## src/rtl/psc_trigger_conditioner_pkg.sv

```systemverilog
// Shared definitions for the power-supply controller trigger path:
// FSM state encoding and default filter / hold-off lengths.
package psc_pkg;

  typedef enum logic [2:0] {
    ST_IDLE     = 3'd0,
    ST_QUALIFY  = 3'd1,
    ST_FIRE     = 3'd2,
    ST_HOLDOFF  = 3'd3,
    ST_WAIT_LOW = 3'd4
  } psc_state_e;

  localparam int unsigned PSC_DEF_FILTER_LEN  = 4;
  localparam int unsigned PSC_DEF_HOLDOFF_LEN = 16;

endpackage

```

## src/rtl/psc_trigger_conditioner_if.sv

```systemverilog
// Trigger conditioner bundle: raw trigger/enable in, conditioned pulse,
// busy flag and statistics counters out.
interface psc_trigger_conditioner_if #(
  parameter int unsigned CNT_W = 16
);
  logic             trig_in;
  logic             enable;
  logic             trigger_pulse;
  logic             busy;
  logic [CNT_W-1:0] trig_count;
  logic [CNT_W-1:0] missed_count;
  logic [CNT_W-1:0] glitch_count;

  modport master (
    output trig_in, enable,
    input  trigger_pulse, busy, trig_count, missed_count, glitch_count
  );

  modport slave (
    input  trig_in, enable,
    output trigger_pulse, busy, trig_count, missed_count, glitch_count
  );
endinterface

```

## src/rtl/psc_trigger_conditioner_sync2.sv

```systemverilog
// Generic two-flop synchroniser for asynchronous single-bit inputs,
// synchronous active-high reset.
module psc_sync2 (
  input  logic clk,
  input  logic reset,
  input  logic d,
  output logic q
);
  logic s1;

  always_ff @(posedge clk) begin
    if (reset) begin
      s1 <= 1'b0;
      q  <= 1'b0;
    end else begin
      s1 <= d;
      q  <= s1;
    end
  end
endmodule

```

## src/rtl/psc_trigger_conditioner.sv

```systemverilog
// Trigger conditioner: synchronise, glitch-filter, fire one-cycle pulse,
// hold off. Statistics counters present only when PSC_TRIG_STATS_EN is defined.
module psc_trigger_conditioner
  import psc_pkg::*;
#(
  parameter int unsigned FILTER_LEN  = PSC_DEF_FILTER_LEN,
  parameter int unsigned HOLDOFF_LEN = PSC_DEF_HOLDOFF_LEN,
  parameter int unsigned CNT_W       = 16
) (
  input  logic                     clk,
  input  logic                     reset,
  psc_trigger_conditioner_if.slave bus
);
  localparam logic [7:0]  QUAL_LAST = 8'(FILTER_LEN - 1);
  localparam logic [15:0] HOLD_INIT = 16'(HOLDOFF_LEN - 1);

  logic       s2, s2_d, rise;
  psc_state_e state, state_nxt;
  logic [7:0] qual_cnt, qual_nxt;
  logic [15:0] hold_cnt, hold_nxt;
  logic       trig_ev, missed_ev, glitch_ev;

  psc_sync2 u_sync (
    .clk   (clk),
    .reset (reset),
    .d     (bus.trig_in),
    .q     (s2)
  );

  assign rise = s2 & ~s2_d;

  always_ff @(posedge clk) begin
    if (reset) begin
      s2_d     <= 1'b0;
      state    <= ST_IDLE;
      qual_cnt <= '0;
      hold_cnt <= '0;
    end else begin
      s2_d     <= s2;
      state    <= state_nxt;
      qual_cnt <= qual_nxt;
      hold_cnt <= hold_nxt;
    end
  end

  always_comb begin
    state_nxt = state;
    qual_nxt  = qual_cnt;
    hold_nxt  = hold_cnt;
    trig_ev   = 1'b0;
    missed_ev = 1'b0;
    glitch_ev = 1'b0;
    case (state)
      ST_IDLE: begin
        if (bus.enable && s2) begin
          if (FILTER_LEN == 1) begin
            state_nxt = ST_FIRE;
          end else begin
            state_nxt = ST_QUALIFY;
            qual_nxt  = 8'd1;
          end
        end
      end
      ST_QUALIFY: begin
        // A falling input takes priority over enable so it is always counted
        if (!s2) begin
          state_nxt = ST_IDLE;
          glitch_ev = 1'b1;
        end else if (!bus.enable) begin
          state_nxt = ST_IDLE;
        end else if (qual_cnt == QUAL_LAST) begin
          state_nxt = ST_FIRE;
        end else begin
          qual_nxt = qual_cnt + 8'd1;
        end
      end
      ST_FIRE: begin
        trig_ev   = 1'b1;
        hold_nxt  = HOLD_INIT;
        state_nxt = ST_HOLDOFF;
      end
      ST_HOLDOFF: begin
        missed_ev = rise;
        if (hold_cnt == 16'd0) begin
          state_nxt = s2 ? ST_WAIT_LOW : ST_IDLE;
        end else begin
          hold_nxt = hold_cnt - 16'd1;
        end
      end
      ST_WAIT_LOW: begin
        if (!s2) state_nxt = ST_IDLE;
      end
      default: state_nxt = ST_IDLE;
    endcase
  end

  assign bus.trigger_pulse = (state == ST_FIRE);
  assign bus.busy          = (state != ST_IDLE);

`ifdef PSC_TRIG_STATS_EN
  logic [CNT_W-1:0] trig_q, missed_q, glitch_q;

  // Saturating counters: hold at all-ones instead of wrapping
  always_ff @(posedge clk) begin
    if (reset) begin
      trig_q   <= '0;
      missed_q <= '0;
      glitch_q <= '0;
    end else begin
      if (trig_ev   && (trig_q   != '1)) trig_q   <= trig_q   + 1'b1;
      if (missed_ev && (missed_q != '1)) missed_q <= missed_q + 1'b1;
      if (glitch_ev && (glitch_q != '1)) glitch_q <= glitch_q + 1'b1;
    end
  end

  assign bus.trig_count   = trig_q;
  assign bus.missed_count = missed_q;
  assign bus.glitch_count = glitch_q;
`else
  logic unused_stats;
  assign unused_stats     = trig_ev ^ missed_ev ^ glitch_ev;
  assign bus.trig_count   = {CNT_W{1'b0}};
  assign bus.missed_count = {CNT_W{1'b0}};
  assign bus.glitch_count = {CNT_W{1'b0}};
`endif

endmodule

```

## src/flat_wrapper.sv

```systemverilog
// flat-port wrapper written by rule: the top's interface ports become plain ports
module psc_trigger_conditioner_flat import psc_pkg::*;
#(
  parameter int unsigned FILTER_LEN  = PSC_DEF_FILTER_LEN,
  parameter int unsigned HOLDOFF_LEN = PSC_DEF_HOLDOFF_LEN,
  parameter int unsigned CNT_W       = 16
)
  (clk, reset, bus_trig_in, bus_enable, bus_trigger_pulse, bus_busy, bus_trig_count, bus_missed_count, bus_glitch_count);
  psc_trigger_conditioner_if #(.CNT_W(CNT_W)) bus_i ();
  input  logic clk;
  input  logic reset;
  input wire logic [$bits(bus_i.trig_in)-1:0] bus_trig_in;
  input wire logic [$bits(bus_i.enable)-1:0] bus_enable;
  output wire logic [$bits(bus_i.trigger_pulse)-1:0] bus_trigger_pulse;
  output wire logic [$bits(bus_i.busy)-1:0] bus_busy;
  output wire logic [$bits(bus_i.trig_count)-1:0] bus_trig_count;
  output wire logic [$bits(bus_i.missed_count)-1:0] bus_missed_count;
  output wire logic [$bits(bus_i.glitch_count)-1:0] bus_glitch_count;
  assign bus_i.trig_in = bus_trig_in;
  assign bus_i.enable = bus_enable;
  assign bus_trigger_pulse = bus_i.trigger_pulse;
  assign bus_busy = bus_i.busy;
  assign bus_trig_count = bus_i.trig_count;
  assign bus_missed_count = bus_i.missed_count;
  assign bus_glitch_count = bus_i.glitch_count;
  psc_trigger_conditioner #(.FILTER_LEN(FILTER_LEN), .HOLDOFF_LEN(HOLDOFF_LEN), .CNT_W(CNT_W)) u_core (.clk(clk), .reset(reset), .bus(bus_i));
endmodule
```

## config.mk

```make
export PLATFORM = sky130hd
export DESIGN_NAME = psc_trigger_conditioner_flat
export DESIGN_NICKNAME = d
export VERILOG_FILES = /design/src/rtl/psc_trigger_conditioner_pkg.sv /design/src/rtl/psc_trigger_conditioner_if.sv /design/src/rtl/psc_trigger_conditioner_sync2.sv /design/src/rtl/psc_trigger_conditioner.sv /design/src/flat_wrapper.sv
export SDC_FILE = /design/constraint.sdc
export NUM_CORES = 1
export LEC_CHECK = 0
export BUFFER_PORTS_ARGS = -buffer_cell sky130_fd_sc_hd__buf_2
export CORE_UTILIZATION = 40
export DETAILED_ROUTE_END_ITERATION = 6
export HOLD_SLACK_MARGIN = 0.1
export PLACE_DENSITY = 0.66
export SKIP_CTS_REPAIR_TIMING = 1
export SLEW_MARGIN = 15
export SYNTH_ARGS = -nofsm -noshare
export SYNTH_HDL_FRONTEND = slang
export SYNTH_SLANG_ARGS = --single-unit
```

## constraint.sdc

```tcl
create_clock -name clk -period 2.3 [get_ports clk]
set_input_delay 0.23 -clock clk [delete_from_list [all_inputs] [get_ports clk]]
set_output_delay 0.23 -clock clk [all_outputs]
set_load 0.05 [all_outputs]
```

# [After elaboration in Yosys (flattened, before gate mapping)]
# Cells that the tools add are included.
[op_classes] mux=15 add_sub_neg=2 n_reduce_logical=9 n_eq_ne=13
[op_table] cell="8-bit 2-to-1 mux" n=4
[op_table] cell="16-bit one-hot mux with 2 select lines" n=1
[op_table] cell="3-bit 2-to-1 mux" n=7
[op_table] cell="16-bit logical NOT" n=1
[op_table] cell="16-bit 2-to-1 mux" n=1
[op_table] cell="8-bit one-hot mux with 2 select lines" n=1
[op_table] cell="16-bit by 1-bit subtractor with 16-bit output (second input constant)" n=1
[op_table] cell="3-bit one-hot mux with 5 select lines" n=1
[op_table] cell="2-bit != test (second input constant)" n=5
[op_table] cell="8-bit by 1-bit adder with 8-bit output (second input constant)" n=1
[op_table] cell="8-bit by 2-bit == test with 1-bit output (second input constant)" n=1
[op_table] cell="3-bit by 2-bit == test with 1-bit output (second input constant)" n=2
[op_table] cell="5-bit AND reduction" n=1
[op_table] cell="2-bit by 1-bit != test with 1-bit output (second input constant)" n=2
[op_table] cell="4-bit by 3-bit != test with 1-bit output (second input constant)" n=1
[op_table] cell="4-bit AND reduction" n=1
[op_table] cell="2-bit nonzero test" n=2
[op_table] cell="3-bit by 1-bit == test with 1-bit output (second input constant)" n=1
[op_table] cell="3-bit == test (second input constant)" n=1
[op_table] cell="3-bit logical NOT" n=1
[op_table] cell="3-bit nonzero test" n=1
[op_table] cell="2-bit AND reduction" n=1
[op_table] cell="1-bit logical AND" n=1
[totals] inputBits=4 out_inout_bits=50 word_cells=44 reg_bits=29

# [Depth between registers and ports, before layout]
# Gate-level depths: netlist (run 1).
[depth] ltp_word=5 ltp_mapped=7 depth_no_buf=6

# [Hierarchy]
# Synthesis (run 1) repeated with hierarchy kept, for this count alone.
[unflattened] cells_unflattened=211 hier_area_um2=1845.5
[modules_own_cells] module="psc_trigger_conditioner" seq_area_each_um2=540.5 cells_per_inst=207 instances=1 area_per_inst_um2=1793.0
[modules_own_cells] module="psc_sync2" seq_area_each_um2=40.0 cells_per_inst=4 instances=1 area_per_inst_um2=52.6

# [Least setup slack after synthesis (run 1)]
# OpenSTA, ideal clock, no wires.
[synth_path] path_kind="reg-to-reg" start="reg u_core.state[1]" end="reg u_core.hold_cnt[0]" synth_period_minus_slack_ns=2.201 t_arrival_ns=2.105 path_stages_with_launch=4 slack_ns=0.099 setup_time_ns=0.095 path_buffers=0 required_time_ns=2.205 path_cell_list="dfxtp_1 > nor3b_1 > nor2_1 > a221oi_1"
[synth_between] elab_chain_cells=3 word_cells_on_any_way=6 classes_between="eq/ne: 3; mux: 1; reduce/logical: 2"
[synth_rtl] item="from (decl)" line="psc_trigger_conditioner.sv:18" rtl="psc_state_e state, state_nxt;"
[synth_rtl] item="from (signal assigned)" line="psc_trigger_conditioner.sv:40" rtl="state <= state_nxt;"
[synth_rtl] item="3-bit by 2-bit == test with 1-bit output *"
[synth_rtl] item="named net bus_trigger_pulse" line="flat_wrapper.sv:14" rtl="output wire logic [$bits(bus_i.trigger_pulse)-1:0] bus_trigger_pulse;"
[synth_rtl] item="2-bit nonzero test (no source line)"
[synth_rtl] item="2-bit AND reduction (no source line)"
[synth_rtl] item="to (signal assigned)" line="psc_trigger_conditioner.sv:42" rtl="hold_cnt <= hold_nxt;"
[synth_rtl] item="to (decl)" line="psc_trigger_conditioner.sv:20" rtl="logic [15:0] hold_cnt, hold_nxt;"
# Mark *: on every way through the listed nets, which the timed path passes. The rest lies on a longest branch.
# A chain may end at the register's enable or synchronous reset.

# [Worst setup path after layout (run 1)]
[layout_path] start="reg u_core.state[0]" end="out bus_trigger_pulse"
[layout_between] elab_chain_cells=1
[layout_rtl] item="3-bit by 2-bit == test with 1-bit output" line="psc_trigger_conditioner.sv:97" rtl="assign bus.trigger_pulse = (state == ST_FIRE);"
[layout_rtl] item="to (decl)" line="flat_wrapper.sv:14"
# Every way passes these cells.

==> results of run 1 <==
==> metrics by stage <==
step / instances / total power, W / hold WS, ps / util [%] / setup slack, ps
detailed placement: 287 / 0.000748 / 442 / 41.1 / 332
finish: 294 / 0.00117 / 165 / 43.0 / 311
global route: 294 / 0.00122 / 158 / 43.0 / 158
floorplan: 276 / 0.000798 / 358 / - / 99.3
global placement: 287 / 0.000748 / 444 / 41.1 / 414
CTS: 294 / 0.00118 / 167 / 43.0 / 292
==> synth_stat cells, types with 4 or more instances <==
library cell	count	area, um2
nand4_1	4	25.0
nand3_1	5	25.0
or3_1	10	62.6
nand2b_1	4	25.0
buf_4	48	360
nor2b_1	4	25.0
o21ai_0	8	40.0
o31ai_1	9	67.6
inv_1	6	22.5
nand2_1	8	30.0
a21oi_1	16	80.1
nor2_1	15	56.3
nor4_1	6	37.5
or4_1	5	37.5
dfxtp_1	29	581
==> flip-flops by register name, indices dropped and copies added, names as in the netlist <==
| signal | flops |
|---|---|
| u_core.hold_cnt | 16 |
| u_core.qual_cnt | 8 |
| u_core.state | 3 |
| u_core.u_sync.q | 1 |
| u_core.u_sync.s1 | 1 |
==> logic make-up after synthesis <==
group,share of synthesized area [%]
AND/OR/NAND/NOR,29.5
buffers and inverters,21.4
adder cells (fa/ha/maj),1.32
other,0.198
flip-flops,30.7
multiplexers,1.13
AO/OA/AOI/OAI,14.4
XOR/XNOR,1.39
==> power breakdown <==
| group | total (W) | internal, W | switching [W] |
|---|---|---|---|
| Clock | 0.000428 | 0.000237 | 0.000191 |
| Combinational | 0.000224 | 0.0000201 | 0.000204 |
| Sequential | 0.000515 | 0.000508 | 0.00000715 |
| Total | 0.00117 | 0.000765 | 0.000402 |
==> critical path, delay by kind of cell, from the launching register on <==
kind,cells,cell delay (ps)
buffers and inverters,2,570
and+or+nand+nor,1,510
DFF,1,390
==> cell type report <==
type / instances / area share [%]
timing repair buffer: 12 / 4.05
tap: 52 / 3.40
clock buffer: 7 / 4.51
inverter: 6 / 1.18
multi-input combinational: 188 / 56.5
sequential: 29 / 30.3
==> path summary, 6_finish.rpt <==
path	start	endpoint	slack (ps)	depth (start not counted)
min reg2reg	u_core.u_sync.s1	u_core.u_sync.q	440	1
max reg2reg	u_core.hold_cnt[0]	u_core.hold_cnt[11]	320	6
min	bus_trig_in	u_core.u_sync.s1	170	2
max	u_core.state[0]	bus_trigger_pulse	310	3
==> per-layer routing <==
metal / GRT usage (%) / wire length, um
met5: 0 / 0
met1: 18.5 / 1630
met2: 22.8 / 1570
met3: 4.70 / 148
met4: 5.56 / 57
==> flow_metrics.env, run 1 <==
export IMPL_min_period_ps=1990
export IMPL_netlist_area_um2=1890
export IMPL_finalSetupViolCount=0
export IMPL_antenna_found_initial=0
export IMPL_seqCellArea_um2=581
export IMPL_yosysUniqueCellTypes=45
export IMPL_fp_dieH_um=70.7
export IMPL_path_cells="buf_4 -> nor3b_1 -> buf_2"
export IMPL_seq_area_frac_synth_pct=30.7
export IMPL_critPathArrivalTime_ps=1760
export IMPL_syn_to_final_growth_pct=1.26
export IMPL_leakage_nw=0.759
export IMPL_grt_pass1_wl_um=5750
export IMPL_core_area_um2=4440
export IMPL_worst_slew_pin_slew_ps=590
export IMPL_grt_use_total_pct=14.5
export IMPL_critical_path_class="flip-flop to primary output"
export IMPL_outcome="finished with violations"
export IMPL_start_kind="flip-flop"
export IMPL_final_hold_viol_count=0
export IMPL_slowest_stage="nor3b_1"
export IMPL_clk_pin_slew_ps=60
export IMPL_cts_tree="built"
export IMPL_synth_warnings=0
export IMPL_gp_congestion=0.905
export IMPL_hpwl_um=2510
export IMPL_max_slew_margin_pct=60.6
export IMPL_dr_pass1_iters=6
export IMPL_first_global_vias=1254
export IMPL_root_buffer="clkbuf_8"
export IMPL_cp_required_ps=2070
export IMPL_grt_max_degree=15
export IMPL_grt_overflow_total=0
export IMPL_multi_input_area_um2=1080
export IMPL_cp_max_fo=9
export IMPL_htree_levels=2
export IMPL_final_common_cell="conb_1"
export IMPL_die_area_um2=5000
export IMPL_synth_seq_cells=29
export IMPL_nets=248
export IMPL_via_count=1504
export IMPL_violations="design-rule violations"
export IMPL_critPathCaptureType="primary output"
export IMPL_finalCritPeriodShare_pct=86.5
export IMPL_insertedDiodeCount=0
export IMPL_drive_gt1_share_pct=12.4
export IMPL_rsz0062_at_grt="no"
export IMPL_hp_class="primary input to flip-flop"
export IMPL_clkLatencyLatePin_ps=280
export IMPL_cap_violations=0
export IMPL_synthCells=229
export IMPL_port_buffers=5
export IMPL_antenna_left=0
export IMPL_synth_main_ff_cell="dfxtp_1"
export IMPL_powerDensity_nw_per_um2=610
export IMPL_wire_per_inst_um=11.6
export IMPL_final_cell_mix="conb_1 (48), dfxtp_1 (29), a21oi_1 (16)"
export IMPL_nFillCells=451
export IMPL_vdd_ir_drop_worst_mv=0.290
export IMPL_viasPerCell=5.12
export IMPL_drc=2
export IMPL_cts_buffers_inserted=5
export IMPL_slowest_delay_ps=510
export IMPL_finalSetupTns_ps=0
export IMPL_fmax_mhz=503
export IMPL_first_iter_violations=79
export IMPL_start_util_pct=42.5
export IMPL_cts_buffer_depth=2
export IMPL_rows=24
export IMPL_wl_um=3400
export IMPL_placed_cell_area_um2=1830
export IMPL_stdcell_area_um2=1910
export IMPL_synthArstFlopShare_pct=0
export IMPL_slew_violations=0
export IMPL_cts_sinks=29
export IMPL_fin_skew_ps=7.64
export IMPL_synth_edff_count=0
export IMPL_avgSynthCellArea_um2=8.25
export IMPL_die_x_um=70.7
export IMPL_io_pins=54
Note: power is estimated with default switching activity, not from simulation.
==> inputs of run 2 (changes only) <==
--- a/config.mk
+++ b/config.mk
@@ -7,6 +7,7 @@
 export LEC_CHECK = 0
 export BUFFER_PORTS_ARGS = -buffer_cell sky130_fd_sc_hd__buf_2
 export CORE_UTILIZATION = 40
+export CTS_BUF_LIST = sky130_fd_sc_hd__clkbuf_16
 export DETAILED_ROUTE_END_ITERATION = 6
 export HOLD_SLACK_MARGIN = 0.1
 export PLACE_DENSITY = 0.66
==> run 2 against run 1 <==
The flow still finishes with violations (design-rule violations). Largest power group is now the clock network. Cell count unchanged. Die area unchanged. Critical endpoint unchanged. Sequential share of layout area decreased by 0.72 points. Utilization is 1.0 points higher. Clock skew down 5.5 ps. Design area grew 2.4%. Clock power rose by 38%. Register-to-register slack barely moved. Maximum frequency fell by 0.45%.
==> flow_metrics.env, run 2 (synthesized netlist as in run 1, its figures left out) <==
export IMPL_outcome="finished with violations"
export IMPL_violations="design-rule violations"
export IMPL_wl_um=3430
export IMPL_critPathCaptureType="primary output"
export IMPL_drc=2
export IMPL_first_iter_violations=72
export IMPL_holdWs_ps=176
export IMPL_fp_dieH_um=70.7
export IMPL_regMostFlops="u_core.hold_cnt"
export IMPL_root_buffer="clkbuf_16"
export IMPL_seqCellArea_um2=581
export IMPL_cts_buffers_inserted=5
export IMPL_htree_levels=2
export IMPL_io_pins=54
export IMPL_powerDensity_nw_per_um2=680
export IMPL_finalSetupViolCount=0
export IMPL_antenna_found_initial=0
export IMPL_critical_path_class="flip-flop to primary output"
export IMPL_largest_register_ffs=16
export IMPL_critPathArrivalTime_ps=1770
export IMPL_final_common_cell="conb_1"
export IMPL_start_util_pct=42.5
export IMPL_syn_to_final_growth_pct=3.71
export IMPL_finalCritPeriodShare_pct=86.9
export IMPL_finalSetupTns_ps=0
export IMPL_antenna_left=0
export IMPL_final_cell_mix="conb_1 (48), dfxtp_1 (29), a21oi_1 (16)"
export IMPL_max_slew_margin_pct=59.8
export IMPL_multi_input_area_um2=1080
export IMPL_gp_congestion=0.905
export IMPL_viasPerCell=5.13
export IMPL_port_buffers=5
export IMPL_drive_gt1_share_pct=12.0
export IMPL_nets=248
export IMPL_nFillCells=450
export IMPL_grt_use_total_pct=14.5
export IMPL_largestRegisters="u_core.hold_cnt x16, u_core.qual_cnt x8, u_core.state x3"
export IMPL_hpwl_um=2510
export IMPL_stdcell_area_um2=1960
export IMPL_final_hold_viol_count=0
export IMPL_cap_violations=0
export IMPL_die_area_um2=5000
export IMPL_cp_required_ps=2070
export IMPL_cts_tree="built"
export IMPL_grt_overflow_total=0
export IMPL_grt_max_degree=15
export IMPL_worst_slew_pin_slew_ps=602
export IMPL_first_global_vias=1249
export IMPL_clkLatencyLatePin_ps=270
export IMPL_cts_buffer_depth=2
export IMPL_cp_max_fo=9
export IMPL_cts_sinks=29
export IMPL_dr_pass1_iters=6
export IMPL_die_x_um=70.7
export IMPL_clk_pin_slew_ps=50
export IMPL_fin_skew_ps=2.15
export IMPL_insertedDiodeCount=0
export IMPL_grt_pass1_wl_um=5750
export IMPL_placed_cell_area_um2=1830
export IMPL_min_period_ps=2000
export IMPL_rows=24
export IMPL_rsz0062_at_grt="no"
export IMPL_vdd_ir_drop_worst_mv=0.342
export IMPL_hp_class="primary input to flip-flop"
export IMPL_leakage_nw=0.783
export IMPL_wire_per_inst_um=11.7
export IMPL_core_area_um2=4440
export IMPL_slew_violations=0
export IMPL_start_kind="flip-flop"
export IMPL_fmax_mhz=501
export IMPL_via_count=1507
==> run 2: cell types whose count changed in the layout (fill, tap and decap cells not counted) <==
cell	previous run	this run
clkinv_1	0	1
inv_1	6	7
clkbuf_1	1	0
clkbuf_8	6	0
clkbuf_16	0	5
==> run 2: stage by stage <==
step	utilization, %	std cells	setup WS [ps]	power (W)
after floorplan	-	276	99.3	0.000798
after global placement	41.1	287	414	0.000748
after detailed placement	41.1	287	332	0.000748
after CTS	44.1	294	306	0.00135
after global routing	44.1	294	174	0.00138
final	44.1	294	302	0.00133
==> run 2: layout make-up <==
cell class | instances | area share [%]
timing repair buffer | 12 | 3.96
inverter | 6 | 1.15
sequential | 29 | 29.6
multi-input combinational | 188 | 55.2
clock inverter | 2 | 0.383
tap | 52 | 3.32
clock buffer | 5 | 6.39
==> run 2: metal layers <==
| layer | vias to the layer above | global-route usage, % | share of wire (%) |
|---|---|---|---|
| li1 | 763 | - | - |
| met1 | 702 | 18.6 | 49 |
| met2 | 36 | 22.9 | 45 |
| met3 | 6 | 3.85 | 3.6 |
| met4 | 0 | 6.67 | 1.8 |
| met5 | - | 0 | 0 |
==> run 2: worst max-delay path: stages (launching register included) <==
cell and delay (ps):
dfxtp_1 400, buf_4 200, nor3b_1 520, buf_2 370
==> run 2: final timing paths <==
path,startpoint,to,slack [ps],cells after the start
max,u_core.state[0],bus_trigger_pulse,300,3
min,bus_trig_in,u_core.u_sync.s1,180,2
max reg2reg,u_core.hold_cnt[0],u_core.hold_cnt[11],320,6
min reg2reg,u_core.u_sync.s1,u_core.u_sync.q,450,1
==> run 2: report_power, final <==
part	internal, W	switching, W	leakage (nW)	total, W
Combinational	0.0000201	0.000204	0.480	0.000224
Sequential	0.000509	0.00000729	0.234	0.000516
Clock	0.000385	0.000207	0.0685	0.000592
